**src/rtl/ps2_keycode_tracker_if.sv**
```systemverilog
// ----------------------------------------------------------------------------
// ps2_keycode_tracker_if : PS/2 line inputs and key-tracker outputs. Rev 1.0
// ----------------------------------------------------------------------------
`default_nettype none

interface ps2_keycode_tracker_if #(
  parameter int COUNT_W = 8
);
  logic               ps2_clk;
  logic               ps2_data;
  logic [7:0]         keycode;
  logic               key_ext;
  logic [COUNT_W-1:0] key_count;
  logic               new_key;
  logic               frame_err;

  modport master (
    output ps2_clk, ps2_data,
    input  keycode, key_ext, key_count, new_key, frame_err
  );

  modport slave (
    input  ps2_clk, ps2_data,
    output keycode, key_ext, key_count, new_key, frame_err
  );
endinterface

`default_nettype wire

```
**src/rtl/ps2_keycode_tracker.sv**
```systemverilog
// ----------------------------------------------------------------------------
// ps2_keycode_tracker : PS/2 frame receiver and make/break/E0 held-key tracker. Rev 1.0
// ----------------------------------------------------------------------------
`default_nettype none

module ps2_keycode_tracker #(
  parameter int TIMEOUT_CYCLES = 50000,
  parameter int COUNT_W        = 8
) (
  input  logic                   clk,
  input  logic                   clrn,
  ps2_keycode_tracker_if.slave   bus
);

  localparam int TMO_W = $clog2(TIMEOUT_CYCLES + 1);

  typedef enum logic [1:0] {
    IDLE    = 2'd0,
    EXT     = 2'd1,
    BRK     = 2'd2,
    EXT_BRK = 2'd3
  } state_t;

  logic               clk_s1_q, clk_s2_q, clk_prev_q;
  logic               dat_s1_q, dat_s2_q;
  logic [3:0]         bit_cnt_q;
  logic [9:0]         shift_q;
  logic [TMO_W-1:0]   tmo_q;
  logic [7:0]         byte_q;
  logic               byte_vld_q;
  logic               frame_err_q;
  state_t             state_q, state_d;
  logic [7:0]         keycode_q, keycode_d;
  logic               key_ext_q, key_ext_d;
  logic [COUNT_W-1:0] key_count_q, key_count_d;
  logic               new_key_q, new_key_d;

  logic fall;
  logic last_bit;
  logic frame_ok;
  logic frame_bad;
  logic timeout;
  logic do_make, do_break, ext_flag, match;

  // Synchronisers idle high so a released bus never looks like an edge.
  always_ff @(posedge clk or negedge clrn) begin
    if (!clrn) begin
      clk_s1_q   <= 1'b1;
      clk_s2_q   <= 1'b1;
      clk_prev_q <= 1'b1;
      dat_s1_q   <= 1'b1;
      dat_s2_q   <= 1'b1;
    end else begin
      clk_s1_q   <= bus.ps2_clk;
      clk_s2_q   <= clk_s1_q;
      clk_prev_q <= clk_s2_q;
      dat_s1_q   <= bus.ps2_data;
      dat_s2_q   <= dat_s1_q;
    end
  end

  assign fall     = clk_prev_q & ~clk_s2_q;
  assign last_bit = fall && (bit_cnt_q == 4'd10);
  // shift_q holds start in [0], d0..d7 in [8:1], parity in [9]; stop is live.
  assign frame_ok  = last_bit && !shift_q[0] && dat_s2_q && (^shift_q[9:1]);
  assign frame_bad = last_bit && !frame_ok;
  assign timeout   = (bit_cnt_q != 4'd0) && !fall &&
                     (tmo_q == TMO_W'(TIMEOUT_CYCLES - 1));

  always_ff @(posedge clk or negedge clrn) begin
    if (!clrn) begin
      bit_cnt_q   <= 4'd0;
      shift_q     <= 10'd0;
      tmo_q       <= '0;
      byte_q      <= 8'd0;
      byte_vld_q  <= 1'b0;
      frame_err_q <= 1'b0;
    end else begin
      byte_vld_q  <= frame_ok;
      frame_err_q <= frame_bad | timeout;
      if (frame_ok) begin
        byte_q <= shift_q[8:1];
      end
      if (fall) begin
        tmo_q <= '0;
        if (bit_cnt_q == 4'd10) begin
          bit_cnt_q <= 4'd0;
        end else begin
          bit_cnt_q <= bit_cnt_q + 4'd1;
          shift_q   <= {dat_s2_q, shift_q[9:1]};
        end
      end else if (timeout) begin
        bit_cnt_q <= 4'd0;
        tmo_q     <= '0;
      end else if (bit_cnt_q != 4'd0) begin
        tmo_q <= tmo_q + TMO_W'(1);
      end else begin
        tmo_q <= '0;
      end
    end
  end

  always_ff @(posedge clk or negedge clrn) begin
    if (!clrn) begin
      state_q     <= IDLE;
      keycode_q   <= 8'd0;
      key_ext_q   <= 1'b0;
      key_count_q <= '0;
      new_key_q   <= 1'b0;
    end else begin
      state_q     <= state_d;
      keycode_q   <= keycode_d;
      key_ext_q   <= key_ext_d;
      key_count_q <= key_count_d;
      new_key_q   <= new_key_d;
    end
  end

  always_comb begin
    state_d     = state_q;
    keycode_d   = keycode_q;
    key_ext_d   = key_ext_q;
    key_count_d = key_count_q;
    new_key_d   = 1'b0;
    do_make     = 1'b0;
    do_break    = 1'b0;
    ext_flag    = 1'b0;
    match       = 1'b0;

    if (timeout) begin
      state_d = IDLE;
    end else if (byte_vld_q) begin
      case (state_q)
        IDLE: begin
          if (byte_q == 8'hF0) begin
            state_d = BRK;
          end else if (byte_q == 8'hE0) begin
            state_d = EXT;
          end else if (!(byte_q inside {8'h00, 8'hAA, 8'hEE, 8'hFA, 8'hFE, 8'hFF})) begin
            do_make = 1'b1;
          end
        end
        EXT: begin
          if (byte_q == 8'hF0) begin
            state_d = EXT_BRK;
          end else begin
            do_make  = 1'b1;
            ext_flag = 1'b1;
            state_d  = IDLE;
          end
        end
        BRK: begin
          do_break = 1'b1;
          state_d  = IDLE;
        end
        EXT_BRK: begin
          do_break = 1'b1;
          ext_flag = 1'b1;
          state_d  = IDLE;
        end
        default: state_d = IDLE;
      endcase
    end

    match = (byte_q == keycode_q) && (ext_flag == key_ext_q);
    // A make that matches the held key is typematic repeat and is swallowed.
    if (do_make && !match) begin
      keycode_d   = byte_q;
      key_ext_d   = ext_flag;
      key_count_d = key_count_q + COUNT_W'(1);
      new_key_d   = 1'b1;
    end
    if (do_break && match) begin
      keycode_d = 8'd0;
      key_ext_d = 1'b0;
    end
  end

  assign bus.keycode   = keycode_q;
  assign bus.key_ext   = key_ext_q;
  assign bus.key_count = key_count_q;
  assign bus.new_key   = new_key_q;
  assign bus.frame_err = frame_err_q;

endmodule

`default_nettype wire

```
**src/flat_wrapper.sv**
```systemverilog
// flat-port wrapper written by rule: the top's interface ports become plain ports
module ps2_keycode_tracker_flat 
#(
  parameter int TIMEOUT_CYCLES = 50000,
  parameter int COUNT_W        = 8
)
  (clk, clrn, bus_ps2_clk, bus_ps2_data, bus_keycode, bus_key_ext, bus_key_count, bus_new_key, bus_frame_err);
  ps2_keycode_tracker_if #(.COUNT_W(COUNT_W)) bus_i ();
  input  logic clk;
  input  logic clrn;
  input wire logic [$bits(bus_i.ps2_clk)-1:0] bus_ps2_clk;
  input wire logic [$bits(bus_i.ps2_data)-1:0] bus_ps2_data;
  output wire logic [$bits(bus_i.keycode)-1:0] bus_keycode;
  output wire logic [$bits(bus_i.key_ext)-1:0] bus_key_ext;
  output wire logic [$bits(bus_i.key_count)-1:0] bus_key_count;
  output wire logic [$bits(bus_i.new_key)-1:0] bus_new_key;
  output wire logic [$bits(bus_i.frame_err)-1:0] bus_frame_err;
  assign bus_i.ps2_clk = bus_ps2_clk;
  assign bus_i.ps2_data = bus_ps2_data;
  assign bus_keycode = bus_i.keycode;
  assign bus_key_ext = bus_i.key_ext;
  assign bus_key_count = bus_i.key_count;
  assign bus_new_key = bus_i.new_key;
  assign bus_frame_err = bus_i.frame_err;
  ps2_keycode_tracker #(.TIMEOUT_CYCLES(TIMEOUT_CYCLES), .COUNT_W(COUNT_W)) u_core (.clk(clk), .clrn(clrn), .bus(bus_i));
endmodule
```
**config.mk**
```make
export PLATFORM = sky130hd
export DESIGN_NAME = ps2_keycode_tracker_flat
export DESIGN_NICKNAME = d
export VERILOG_FILES = /design/src/rtl/ps2_keycode_tracker_if.sv /design/src/rtl/ps2_keycode_tracker.sv /design/src/flat_wrapper.sv
export SDC_FILE = /design/constraint.sdc
export NUM_CORES = 1
export LEC_CHECK = 0
export CAP_MARGIN = 15
export CELL_PAD_IN_SITES_DETAIL_PLACEMENT = 1
export CELL_PAD_IN_SITES_GLOBAL_PLACEMENT = 2
export CORE_ASPECT_RATIO = 0.8
export CORE_UTILIZATION = 30
export DETAILED_ROUTE_END_ITERATION = 12
export PLACE_DENSITY = 0.71
export SYNTH_ARGS = -nofsm -noshare
export SYNTH_HDL_FRONTEND = slang
export SYNTH_SLANG_ARGS = --single-unit
```
**constraint.sdc**
```tcl
create_clock -name clk -period 2.2 [get_ports clk]
set_clock_uncertainty 0.1 [all_clocks]
set_input_delay 0.33 -clock clk [delete_from_list [all_inputs] [get_ports clk]]
set_output_delay 0.33 -clock clk [all_outputs]
set_load 0.05 [all_outputs]
```
======== After elaboration in Yosys (flattened, before gate mapping) ========
Cells that the tools add are included.
operators by class
  $add $sub $neg .......................... 3
  $mul .................................... 0
  div/mod/pow operators ................... 0
  $lt $le $gt $ge ......................... 0
  equality and inequality tests ........... 15
  shift operators ......................... 0
  multiplexer cells ....................... 30
  bitwise gates (word level) .............. 4
  reductions and logical operators ........ 25
operator list
  kind                     number
  $eq A8 B8 Y1 const B     7
  $mux W16                 3
  $add A16 B1 Y16 const B  1
  $eq A16 B16 Y1 const B   1
  $mux W8                  2
  $mux W1                  14
  $mux W4                  3
  $logic_and A1 B1 Y1      10
  $mux W2                  5
  $reduce_xor A9 Y1        1
  $add A8 B1 Y8 const B    1
  $eq A8 B8 Y1             1
  $logic_not A8 Y1         1
  $pmux W2 S3              1
  $reduce_bool A2 Y1       3
  $reduce_bool A6 Y1       1
  $add A4 B1 Y4 const B    1
  $eq A2 B2 Y1 const B     2
  $eq A4 B4 Y1 const B     1
  $logic_not A1 Y1         4
  $ne A4 B1 Y1 const B     1
  $pmux W1 S2              2
  $reduce_and A2 Y1        2
  $reduce_bool A4 Y1       1
  other kinds (7)          8
word-level totals
  bits in registers ....................... 65
  latch bits .............................. 0
  bits in writable memories ............... 0
  ROM bits ................................ 0
  input bits .............................. 4
  logic and storage cells ................. 93
  memories ................................ 0

======== Longest topological paths before layout ========
  depth in word-level cells ............... 12
  depth in mapped cells ................... 8

======== Worst setup path after synthesis ========
OpenSTA, ideal clock, no wires.
  path kind ............................... reg-to-reg
  start point ............................. register u_core.keycode_q[6], in the netlist u_core.bus.keycode[6]
  end point ............................... register u_core.keycode_q[2], in the netlist u_core.bus.keycode[2]
  setup time .............................. 121 ps
  arrival time ............................ 1,900 ps
  data required time ...................... 1,979 ps
  path slack .............................. 79 ps
  stages on the path, launching flop included .. 7
  cell sequence ........................... dfrtp_1 -> xor2_1 -> nor4_1 -> o211a_1 -> and3_2 -> o21ai_4 -> a22o_2
between the ends
  word-level cells in the longest chain between the ends .. 5
ends and longest elaborated chain
  item                                 RTL line                    text
  from (decl)                          ps2_keycode_tracker.sv:33   logic [7:0] keycode_q, keycode_d;
  from (signal assigned)               ps2_keycode_tracker.sv:112  keycode_q <= keycode_d;
  $eq A8 B8 Y1 (*)                     ps2_keycode_tracker.sv:165  match = (byte_q == keycode_q) && (ext_flag == key_ext_q);
  $logic_and A1 B1 Y1 (*)              ps2_keycode_tracker.sv:165
  $logic_not A1 Y1                     ps2_keycode_tracker.sv:167  if (do_make && !match) begin
  $logic_and A1 B1 Y1                  ps2_keycode_tracker.sv:167
  $reduce_bool A2 Y1 (no source line)  -
Every way passes the cells marked *; elsewhere a longest branch is shown, timed or not.
A chain may end at the register's enable or synchronous reset.

======== Final worst setup path ========
  start point ............................. register u_core.clk_s2_q
  end point ............................... register u_core.keycode_q[7], in the netlist u_core.bus.keycode[7]
between the ends
  word-level cells in the longest chain between the ends .. 11
ends and longest elaborated chain
  item                                  RTL line                    text
  from (decl)                           ps2_keycode_tracker.sv:24   logic clk_s1_q, clk_s2_q, clk_prev_q;
  from (signal assigned)                ps2_keycode_tracker.sv:55   clk_s2_q <= clk_s1_q;
  $not A1 Y1 (*)                        ps2_keycode_tracker.sv:62   assign fall = clk_prev_q & ~clk_s2_q;
  $and A1 B1 Y1 (*)                     ps2_keycode_tracker.sv:62
  $logic_not A1 Y1 (*)                  ps2_keycode_tracker.sv:67   assign timeout = (bit_cnt_q != 4'd0) && !fall &&
  $logic_and A1 B1 Y1 (*) (2 in a row)  ps2_keycode_tracker.sv:67
  $mux W1                               ps2_keycode_tracker.sv:130  if (timeout) begin
  $eq A1 B1 Y1                          ps2_keycode_tracker.sv:165
  $logic_and A1 B1 Y1                   ps2_keycode_tracker.sv:165
  $logic_not A1 Y1                      ps2_keycode_tracker.sv:167
  $logic_and A1 B1 Y1                   ps2_keycode_tracker.sv:167
  $reduce_bool A2 Y1 (no source line)   -
Marks and branches as above.

==> summary.md <==
| Metric | Value |
|---|---|
| Outcome | finished, final reports clean |
| Syn Inst Count | approximately 280 |
| Fillers | ~1100 |
| Stages on the worst setup path | 6 |
| Pin count of the biggest net entering global routing | 48 |
| Switch Pwr | around 820 µW |
| Power per cell area | 790 nW/µm² |
| Syn_nets | 284 |
| Crit path kind | register to register |
| Layout cells sized above 1 | about 30% |
| TritonCTS clock tree | yes |
| DPL Wire Length | 5.12 mm |
| Min Tclk post-route | around 2.2 ns |
| Worst path top cell family by delay | compound AO/OA/AOI/OAI gates |
| Pre-CTS setup slack | -0.0247 ns |
| Met1 Track Usage GR | about a fifth |
| Syn-to-layout area delta | 32.1% |
| Vias per std cell | between 4 and 5 |
| Hold Path Class | register to register |
| # rows | 32 |
| Setup WS post-layout | roughly 0.020 ns |
| Num CTS Buffers | 9 |
| Worst-margin pin slew | 0.510 ns |
| Initial DRC Count | 60 |
| Via count | 2204 |
| CP bufs+invs | 1 |
| Critical Path End | u_core.bus.keycode[7] |
| Peak VDD IR | slightly below 0.5 mV |
| Sw Share | between 20% and 30% |
| Clk Latency, worst-skew pair | between 0.3 and 0.4 ns |
| Ys async rst share | 100% |
| Core Box Area | about 9800 µm² |
| WP data required | around 2.3 ns |
| FF+latch count, synth | 65 |
| Worst r2r dst | u_core.bus.keycode[7] |
| RePlAce Congestion | 0.750 |
| M3 GR Usage | under 10% |
| Netlist cell types | 47 |
| Met2 Use GR | between 20% and 30% |
| Fin. Hold Viols | 0 |
| Synth warn | 0 |
| Crit-path max FO | 11 |
| Vias in the first global route | between 2000 and 2500 |
| Antenna-violating nets left | 0 |
| Most frequent cells in the layout | dfrtp_1 (53), nand2_1 (40), buf_4 (28), nor2_1 (22), clkdlybuf4s50_1 (21) |
| Most common cell after layout, fill and taps aside | dfrtp_1 |
| Initial antenna violation count | 0 |
| Die Wd | around 120 µm |
| Clock Pin Slew Worst Setup and Hold Paths | about 0.05 ns |
| P_leak | about 1.9 nW |
| Ports | 23 |
| Final Net Count | 343 |
| Slowest CP cell | dfstp_2 |
| Final Util | between 40% and 50% |
| Clock power share | 43.5% |
| Total wire length | 7.17 mm |
| Startpoint Class | register |
| Slew Viols, Final | 0 |
| DRC violations left | 0 |
| Worst-path cell chain | nor2b_4, or4b_4, o41ai_4, a211oi_4, buf_6, a22o_2 |
| # H-tree levels | 3 |
| Syn Area/Cell | 11.3 µm² |
| Initial Util | 31.6% |
| Reg power frac | between 40% and 50% |
| Drt pass-1 iters | 4 |
| RSZ-0062 raised after global routing | true |
| Mapped Area | between 3000 and 4000 µm² |
| Clock buffer depth | 2 |
| Max-cap violation count | 0 |
| GRT Util Overall | roughly 15% |
| Worst r2r src | u_core.clk_s2_q |
| WHS | about 0.25 ns |
| Ant diodes | 0 |
| Gr busiest metal | met2 |
| Clock tree sinks | 65 |
| Gate power share | between 10% and 20% |
| Top_reg_cell synth | dfrtp_1 |
| Critical Path Sink Type | register |
| Worst relative slew slack | between 60% and 70% |
| Crit path from | u_core.clk_s2_q |
| Die area | between 10000 and 15000 µm² |
| Congestion Overflow GR | 0 |
| Power Internal | 2.43 mW |
| R2r setup slk | roughly 0.020 ns |
| Final Total Pwr | around 3.2 mW |
| Setup violators final | 0 |
| Seq/Total Area, Yosys | roughly 53% |
| F_max | around 460 MHz |
| Number of port buffers | 22 |
| Worst EP arrival | between 2 and 2.5 ns |
| Crit path largest cell delay | about 0.56 ns |
| Post-synth EDFFs | 0 |
| R2R cell count | 6 |
| First-pass GRT wire length | about 12 mm |
| Fin crit share | ~100% |
| Die Y | 93.1 µm |
| Clk root buf | clkbuf_16 |
| DR WL/cell | 15.1 µm |
cell usage after synthesis (2+ instances only):
cell / instances / share of area, %
inv_1: 7 / 0.85
and3_2: 3 / 0.72
xor2_1: 16 / 4.5
nand2_1: 41 / 4.9
clkbuf_1: 2 / 0.24
nand3_1: 10 / 1.6
and2_1: 3 / 0.60
nor4_1: 5 / 1.0
o21ai_0: 5 / 0.80
and3_1: 10 / 2.0
dfrtp_1: 60 / 48
dfstp_2: 5 / 4.2
xnor2_1: 20 / 5.6
a22o_2: 7 / 2.3
a22o_1: 3 / 0.85
nor2_1: 24 / 2.9
nand4_1: 8 / 1.6
buf_6: 2 / 0.72
mux2_2: 9 / 3.3
ha_1: 5 / 2.0
a211oi_1: 2 / 0.48
nor4_4: 2 / 1.4
a31oi_1: 2 / 0.40
per-layer routing:
layer	wire length, µm	vias to the layer above
met4	89	0
met3	216	9
met1	3670	1099
met5	0	-
li1	-	1067
met2	3200	29
worst min path at each step:
stage,start,endpoint,cells past startpoint,slack [ns]
6_report,u_core.dat_s1_q,u_core.dat_s2_q,0,0.25
5_1_grt,u_core.dat_s1_q,u_core.dat_s2_q,0,0.26
4_1_cts,u_core.dat_s1_q,u_core.dat_s2_q,0,0.26
3_5_place_dp,clrn,u_core.bus.key_count[3],1,0.22
3_3_place_gp,clrn,u_core.bus.key_count[4],1,0.22
2_1_floorplan,clrn,u_core.bit_cnt_q[0],0,-0.07
logic make-up (layout without fill, tap and decap cells):
family                   after synthesis  after routing  synth area share (%)
AND/OR/NAND/NOR                      115            115                  19.8
multiplexers                          10             10                  3.58
flip-flops                            65             65                  52.5
XOR/XNOR                              37             37                  10.7
adder cells (fa/ha/maj)                5              5                  2.01
buffers and inverters                 13             76                  2.21
AO/OA/AOI/OAI                         30             30                  9.26
power groups by stage:
stage / registers [mW] / clock network [mW] / logic (mW)
finish: 1.36 / 1.41 / 0.474
global route: 1.37 / 1.50 / 0.536
floorplan: 1.37 / 0 / 0.277
global placement: 1.38 / 0 / 0.447
detailed placement: 1.38 / 0 / 0.457
CTS: 1.36 / 1.46 / 0.460
timing repair:
action | in CTS | in global routing
buffers inserted | 1 | 8
hold buffers | 1 | 0
resized for setup | 5 | 20
setup endpoints to repair | 25 | 41
pin swaps | 2 | 4
hold endpoints to repair | 18 | 0
stage by stage:
step                      area, µm²  instances  TNS [ns]
final                          4110        474         0
after global routing           4110        474    -0.241
after CTS                      3970        466  -0.00198
after detailed placement       3640        449    -0.146
after global placement         3640        449         0
after floorplan                3110        275         0
registers in the layout, summed over array words and instances (netlist names), 2 cells and up:
signal,flops
u_core.bus.keycode,8
u_core.bus.key_count,8
u_core.state_q,2
u_core.tmo_q,16
u_core.shift_q,10
u_core.bit_cnt_q,4
u_core.byte_q,8
area by class of cell:
cell class,count,area [µm²],share of cell area [%]
flip-flops and latches,65,1640,40.0
multi-input cells,197,1490,36.2
repair buffers,54,487,11.8
clock buffers,12,256,6.24
well taps,136,170,4.14
clock inverters,3,40.0,0.975
inverters,7,26.3,0.640
(Power assumes the default switching activity.)
